File: src/rtl/cfeb_tap_responder.sv
// IEEE 1149.1 TAP responder for the CFEB JTAG chain, oversampling TCK in the FASTCLK domain.
// Define CFEB_TAP_IDCODE_EN to include the 32-bit IDCODE register (reset instruction IDCODE).
module cfeb_tap_responder #(
  parameter int unsigned IR_WIDTH   = 5,
  parameter int unsigned DR_WIDTH   = 16,
  parameter logic [31:0] IDCODE_VAL = 32'h0CFEB093
) (
  input  logic                FASTCLK,
  input  logic                RST_B,
  input  logic                TCK,
  input  logic                TMS,
  input  logic                TDI,
  input  logic [DR_WIDTH-1:0] CAP_DATA,
  output logic                TDO,
  output logic                TDO_OE,
  output logic [3:0]          TAP_STATE,
  output logic [IR_WIDTH-1:0] IR_OUT,
  output logic [DR_WIDTH-1:0] USER_OUT,
  output logic                UPDATE
);

  typedef enum logic [3:0] {
    S_EX2DR = 4'h0, S_EX1DR = 4'h1, S_SHDR  = 4'h2, S_PAUDR = 4'h3,
    S_SELIR = 4'h4, S_UPDDR = 4'h5, S_CAPDR = 4'h6, S_SELDR = 4'h7,
    S_EX2IR = 4'h8, S_EX1IR = 4'h9, S_SHIR  = 4'hA, S_PAUIR = 4'hB,
    S_RTI   = 4'hC, S_UPDIR = 4'hD, S_CAPIR = 4'hE, S_TLR   = 4'hF
  } tap_state_e;

  localparam logic [IR_WIDTH-1:0] IR_USER    = IR_WIDTH'(2);
  localparam logic [IR_WIDTH-1:0] IR_CAPTURE = IR_WIDTH'(1);
`ifdef CFEB_TAP_IDCODE_EN
  localparam logic [IR_WIDTH-1:0] IR_IDCODE  = IR_WIDTH'(1);
  localparam logic [IR_WIDTH-1:0] RESET_IR   = IR_IDCODE;
`else
  localparam logic [IR_WIDTH-1:0] RESET_IR   = '1;
`endif

  if (IDCODE_VAL[0] != 1'b1) begin : g_idcode_lsb_check
    $error("IDCODE_VAL bit 0 must be 1");
  end

  logic r_tck_s1, r_tck_s2, r_tck_d, r_tck_rise, r_tck_fall;
  logic r_tms_s1, r_tms_s2, r_tdi_s1, r_tdi_s2;

  tap_state_e          r_state, w_next;
  logic [IR_WIDTH-1:0] r_ir_sr, r_ir;
  logic [DR_WIDTH-1:0] r_user_sr, r_user_out;
  logic                r_bypass, r_tdo, r_tdo_oe, r_update;
  logic                w_sel_user, w_sel_idcode, w_sel_bypass, w_dr_lsb;
`ifdef CFEB_TAP_IDCODE_EN
  logic [31:0]         r_idcode_sr;
`endif

  // Two-flop synchronizers plus a registered edge strobe give the 4-cycle TCK-to-effect latency.
  always_ff @(posedge FASTCLK or negedge RST_B) begin
    if (!RST_B) begin
      r_tck_s1   <= 1'b0;
      r_tck_s2   <= 1'b0;
      r_tck_d    <= 1'b0;
      r_tck_rise <= 1'b0;
      r_tck_fall <= 1'b0;
      r_tms_s1   <= 1'b1;
      r_tms_s2   <= 1'b1;
      r_tdi_s1   <= 1'b0;
      r_tdi_s2   <= 1'b0;
    end else begin
      // NOTE: non-blocking assignments let each flop sample the previous stage's old value.
      r_tck_s1   <= TCK;
      r_tck_s2   <= r_tck_s1;
      r_tck_d    <= r_tck_s2;
      r_tck_rise <= r_tck_s2 & ~r_tck_d;
      r_tck_fall <= ~r_tck_s2 & r_tck_d;
      r_tms_s1   <= TMS;
      r_tms_s2   <= r_tms_s1;
      r_tdi_s1   <= TDI;
      r_tdi_s2   <= r_tdi_s1;
    end
  end

  always_comb begin
    // NOTE: a default before the case keeps this block free of inferred latches.
    w_next = r_state;
    case (r_state)
      S_TLR:   w_next = r_tms_s2 ? S_TLR   : S_RTI;
      S_RTI:   w_next = r_tms_s2 ? S_SELDR : S_RTI;
      S_SELDR: w_next = r_tms_s2 ? S_SELIR : S_CAPDR;
      S_CAPDR: w_next = r_tms_s2 ? S_EX1DR : S_SHDR;
      S_SHDR:  w_next = r_tms_s2 ? S_EX1DR : S_SHDR;
      S_EX1DR: w_next = r_tms_s2 ? S_UPDDR : S_PAUDR;
      S_PAUDR: w_next = r_tms_s2 ? S_EX2DR : S_PAUDR;
      S_EX2DR: w_next = r_tms_s2 ? S_UPDDR : S_SHDR;
      S_UPDDR: w_next = r_tms_s2 ? S_SELDR : S_RTI;
      S_SELIR: w_next = r_tms_s2 ? S_TLR   : S_CAPIR;
      S_CAPIR: w_next = r_tms_s2 ? S_EX1IR : S_SHIR;
      S_SHIR:  w_next = r_tms_s2 ? S_EX1IR : S_SHIR;
      S_EX1IR: w_next = r_tms_s2 ? S_UPDIR : S_PAUIR;
      S_PAUIR: w_next = r_tms_s2 ? S_EX2IR : S_PAUIR;
      S_EX2IR: w_next = r_tms_s2 ? S_UPDIR : S_SHIR;
      S_UPDIR: w_next = r_tms_s2 ? S_SELDR : S_RTI;
      default: w_next = S_TLR;
    endcase
  end

  assign w_sel_user   = (r_ir == IR_USER);
`ifdef CFEB_TAP_IDCODE_EN
  assign w_sel_idcode = (r_ir == IR_IDCODE);
  assign w_dr_lsb     = w_sel_user ? r_user_sr[0] : (w_sel_idcode ? r_idcode_sr[0] : r_bypass);
`else
  assign w_sel_idcode = 1'b0;
  assign w_dr_lsb     = w_sel_user ? r_user_sr[0] : r_bypass;
`endif
  assign w_sel_bypass = ~w_sel_user & ~w_sel_idcode;

  always_ff @(posedge FASTCLK or negedge RST_B) begin
    if (!RST_B) begin
      r_state    <= S_TLR;
      r_ir       <= RESET_IR;
      r_ir_sr    <= '0;
      r_user_sr  <= '0;
      r_user_out <= '0;
      r_bypass   <= 1'b0;
      r_tdo      <= 1'b0;
      r_tdo_oe   <= 1'b0;
      r_update   <= 1'b0;
`ifdef CFEB_TAP_IDCODE_EN
      r_idcode_sr <= '0;
`endif
    end else begin
      r_update <= 1'b0;
      if (r_tck_rise) begin
        r_state  <= w_next;
        r_tdo_oe <= (w_next == S_SHDR) || (w_next == S_SHIR);
        if (w_next == S_TLR) r_ir <= RESET_IR;
        case (r_state)
          S_CAPIR: r_ir_sr <= IR_CAPTURE;
          S_SHIR:  r_ir_sr <= {r_tdi_s2, r_ir_sr[IR_WIDTH-1:1]};
          S_CAPDR: begin
            if (w_sel_user)   r_user_sr <= CAP_DATA;
            if (w_sel_bypass) r_bypass  <= 1'b0;
`ifdef CFEB_TAP_IDCODE_EN
            if (w_sel_idcode) r_idcode_sr <= IDCODE_VAL;
`endif
          end
          S_SHDR: begin
            if (w_sel_user)   r_user_sr <= {r_tdi_s2, r_user_sr[DR_WIDTH-1:1]};
            if (w_sel_bypass) r_bypass  <= r_tdi_s2;
`ifdef CFEB_TAP_IDCODE_EN
            if (w_sel_idcode) r_idcode_sr <= {r_tdi_s2, r_idcode_sr[31:1]};
`endif
          end
          default: ;
        endcase
      end else if (r_tck_fall) begin
        case (r_state)
          S_UPDIR: r_ir <= r_ir_sr;
          S_UPDDR: begin
            if (w_sel_user) begin
              r_user_out <= r_user_sr;
              r_update   <= 1'b1;
            end
          end
          S_SHIR:  r_tdo <= r_ir_sr[0];
          S_SHDR:  r_tdo <= w_dr_lsb;
          default: ;
        endcase
      end
    end
  end

  assign TDO       = r_tdo;
  assign TDO_OE    = r_tdo_oe;
  assign TAP_STATE = r_state;
  assign IR_OUT    = r_ir;
  assign USER_OUT  = r_user_out;
  assign UPDATE    = r_update;

endmodule

File: config.mk
export PLATFORM = sky130hd
export DESIGN_NAME = cfeb_tap_responder
export DESIGN_NICKNAME = d
export VERILOG_FILES = /design/src/rtl/cfeb_tap_responder.sv
export SDC_FILE = /design/constraint.sdc
export NUM_CORES = 1
export LEC_CHECK = 0
export ABC_AREA = 0
export BUFFER_PORTS_ARGS = -buffer_cell sky130_fd_sc_hd__buf_2
export CORE_UTILIZATION = 47
export DETAILED_ROUTE_END_ITERATION = 8
export GPL_ROUTABILITY_DRIVEN = 0
export GPL_TIMING_DRIVEN = 0
export PLACE_DENSITY_LB_ADDON = 0.1
export SLEW_MARGIN = 40
export SYNTH_ARGS = -nofsm -noshare
export SYNTH_HDL_FRONTEND = slang
export SYNTH_SLANG_ARGS = --single-unit
File: constraint.sdc
create_clock -name FASTCLK -period 2.5 [get_ports FASTCLK]
set_clock_uncertainty 0.15 [all_clocks]
set_input_delay 0 -clock FASTCLK [delete_from_list [all_inputs] [get_ports FASTCLK]]
set_output_delay 0 -clock FASTCLK [all_outputs]
set_load 0.01 [all_outputs]
==> flow_summary.json <==
{
  "power.total_w": 0.00359,
  "rows": 26,
  "startpoint_type": "flip-flop",
  "crit_path_start": "TAP_STATE[1]",
  "hpwl_um": 3480,
  "cts_root_buffer": "clkbuf_8",
  "grt_antenna_before_repair": 0,
  "path_class": "reg -> reg",
  "slowest_stage": "dfstp_2",
  "synth_seq_cells": 59,
  "seq_area_frac_synth_pct": 56.5,
  "fin_crit_sh_pct": 94.4,
  "fmax_ghz": 0.424,
  "diodes": 0,
  "path_clk_slew_ns": 0.06,
  "hold_violations": 0,
  "layout-drive-gt1-share_pct": 38.3,
  "ir_drop_mv": 0.607,
  "cts_sinks": 59,
  "ant_nets": 0,
  "drv_slew": 0,
  "critPathTopFamily": "buffers and inverters",
  "switching_share_pct": 30.9,
  "stdcell_area_um2": 3420,
  "ios": 49,
  "clock_path_buffers": 2,
  "critPathMaxStageDelay_ns": 0.52,
  "p_seq_share_pct": 42.1,
  "netlist_area_um2": 2640,
  "r2r_setup_slack_ns": 0.14,
  "crit_buf_inv": 3,
  "die_h_um": 76.9,
  "final_cell_count_no_fill": 373,
  "fp.coreArea_um2": 5240,
  "start_util_pct": 50.3,
  "cts_tree": "done",
  "crit_chain": "clkbuf_1 > nor4b_1 > buf_2 > clkbuf_4 > mux2i_1 > o21ai_2",
  "drt_iter0_drc": 57,
  "crit_arrival_ns": 2.43,
  "grt_max_degree": 60,
  "via_per_inst": 5.15,
  "reg2reg_depth": 6,
  "worstSkewPairLatency_ns": 0.33,
  "total_leakage_power_nw": 1.56,
  "crit_fanout": 10,
  "grt_pass1_wl_um": 8990,
  "grt-ovfl-total": 0,
  "synth_edf_count": 0,
  "synthFlopType": "dfrtp_1",
  "r2r_end": "r_user_sr[0]",
  "internal-power_w": 0.00248,
  "hold_path_class": "in -> async",
  "critPathRequiredTime_ns": 2.57,
  "first_pass_iters": 4,
  "grt_pass1_vias": 1851,
  "p_switching_w": 0.00111,
  "fin_crit_ns": 2.36,
  "nNetsFinal": 319,
  "io_buffers": 48,
  "maxCapViolations": 0,
  "yosys_warnings": 0,
  "drc": 0,
  "synth.distinct_cells": 37,
  "placed_cells": 336,
  "numCtsBuffers": 9,
  "grt_use_total_pct": 19.6,
  "h-tree-depth": 3,
  "outcome": "finished clean",
  "powerDensity_nw_per_um2": 1050,
  "relSlewSlack_pct": 51.5,
  "vias": 1922,
  "worstReg2RegStart": "TAP_STATE[1]",
  "postSynthCellCount": 218,
  "postPlaceCellArea_um2": 2970,
  "pwr-share-comb_pct": 28.4,
  "setup_viol": 0,
  "power_frac_clock_pct": 29.5,
  "die_w_um": 76.9,
  "die_area_um2": 5910,
  "pre_cts_ws_ns": -0.0587,
  "routed_wl_um": 5280,
  "endpoint_kind": "flip-flop",
  "wl_per_cell_um": 14.2,
  "rsz0062_at_grt": "no",
  "avgSynthCellArea_um2": 12.1,
  "async_flop_share_pct": 100,
  "worst_slew_pin_slew_ns": 0.728,
  "timing.final.ws_setup_ns": 0.139,
  "syn2layout_area_growth_pct": 29.7,
  "syn-num-nets": 239
}
repair_timing:
| action | 4_1_cts | 5_1_grt |
|---|---|---|
| hold endpoints to repair | 67 | 0 |
| endpoints found under the setup margin | 10 | 8 |
| setup buffers | 1 | 0 |
| hold buffers | 20 | 0 |
| pin swaps | 1 | 0 |
| resized for setup | 0 | 1 |
| gates cloned | 0 | 0 |
placed cells by master, fill, tap and decap left out, types with 2 or more instances in the layout:
cell           Yosys  layout
nand4_1            2       2
o21ai_1            2       2
buf_4              0       2
nand3b_1           2       2
dfstp_2           11      11
buf_6              4       4
mux2_2            17      17
clkbuf_1          10      11
bufinv_16          0       3
nand2_1           26      26
a31oi_1            2       2
buf_2              4      50
o21ai_2           14      14
clkinv_2           0       2
mux2i_1           16      16
dlygate4sd3_1      0      20
o22a_1             5       5
nor2b_1            4       4
clkbuf_8           0      10
a21oi_1            5       5
o32a_1             5       5
dfrtp_1           48      48
nor2_1             5       5
nor4b_1            2       2
nand2b_1           7       7
nand4b_1           2       2
o21ai_0           10      10
logic make-up (layout without fill, tap and decap cells):
| logic type | count (synthesis) | in the layout | synth area share (%) |
|---|---|---|---|
| buffers and inverters | 19 | 104 | 4.03 |
| AO/OA/AOI/OAI | 49 | 49 | 13.8 |
| flip-flops | 59 | 59 | 56.5 |
| multiplexers | 33 | 33 | 13.3 |
| AND/OR/NAND/NOR | 58 | 58 | 12.3 |
per-layer routing:
| layer | part of all wire (%) | track usage [%] | vias to the layer above |
|---|---|---|---|
| li1 | - | - | 941 |
| met1 | 50 | 27.2 | 916 |
| met2 | 44 | 28.9 | 56 |
| met3 | 4.1 | 4.05 | 9 |
| met4 | 2.1 | 10.4 | 0 |
| met5 | 0 | 0 | - |
how the worst max path moves through the flow:
stage	slack (ns)	to	cells after the start
floorplan	0.14	USER_OUT[10]	5
global placement	-0.07	USER_OUT[12]	5
detailed placement	-0.06	USER_OUT[9]	5
CTS	0.11	r_user_sr[0]	6
global route	0.01	r_user_sr[2]	6
finish	0.14	r_user_sr[0]	6
cell usage after synthesis, drive strengths merged (2+ instances only):
library cell,instances,share of area (%)
dfrtp,48,46
nand2,26,3.7
o21ai,26,6.9
mux2,17,7.3
mux2i,16,6.1
dfstp,11,11
clkbuf,10,1.4
buf,8,2.5
nand2b,7,1.7
a21oi,5,0.95
nor2,5,0.71
o22a,5,1.7
o32a,5,1.9
nor2b,4,0.95
a31oi,2,0.47
nand3b,2,0.57
nand4,2,0.47
nand4b,2,0.66
nor4,2,1.0
nor4b,2,0.66
area by class of cell:
class | count | area, µm²
inverters | 1 | 3.75
clock inverters | 5 | 100
clock buffers | 11 | 141
flip-flops and latches | 59 | 1490
multi-input cells | 140 | 1040
fillers | 422 | 1820
well taps | 70 | 87.6
plain buffers | 18 | 105
repair buffers | 69 | 450
registers in the layout, summed over array words and instances, names as in the netlist, 4 cells and up:
signal / count
USER_OUT: 16
IR_OUT: 5
TAP_STATE: 4
r_user_sr: 16
r_ir_sr: 5
stage by stage:
stage          utilization [%]  setup TNS [ns]  hold WS (ns)
3_5_place_dp              56.6          -0.508       -0.0407
3_3_place_gp              56.6          -0.675       -0.0448
6_report                  65.3               0         0.118
4_1_cts                   65.2               0         0.143
5_1_grt                   65.3               0         0.150
2_1_floorplan                -               0        -0.446
power by group through the flow:
stage | Clock, W | Sequential [W] | Combinational [W]
global placement | 0 | 0.00152 | 0.000981
global route | 0.00112 | 0.00157 | 0.00113
CTS | 0.00108 | 0.00152 | 0.00103
finish | 0.00106 | 0.00151 | 0.00102
detailed placement | 0 | 0.00153 | 0.00100
floorplan | 0 | 0.00158 | 0.000580
Power figures use the tool's default switching activity.
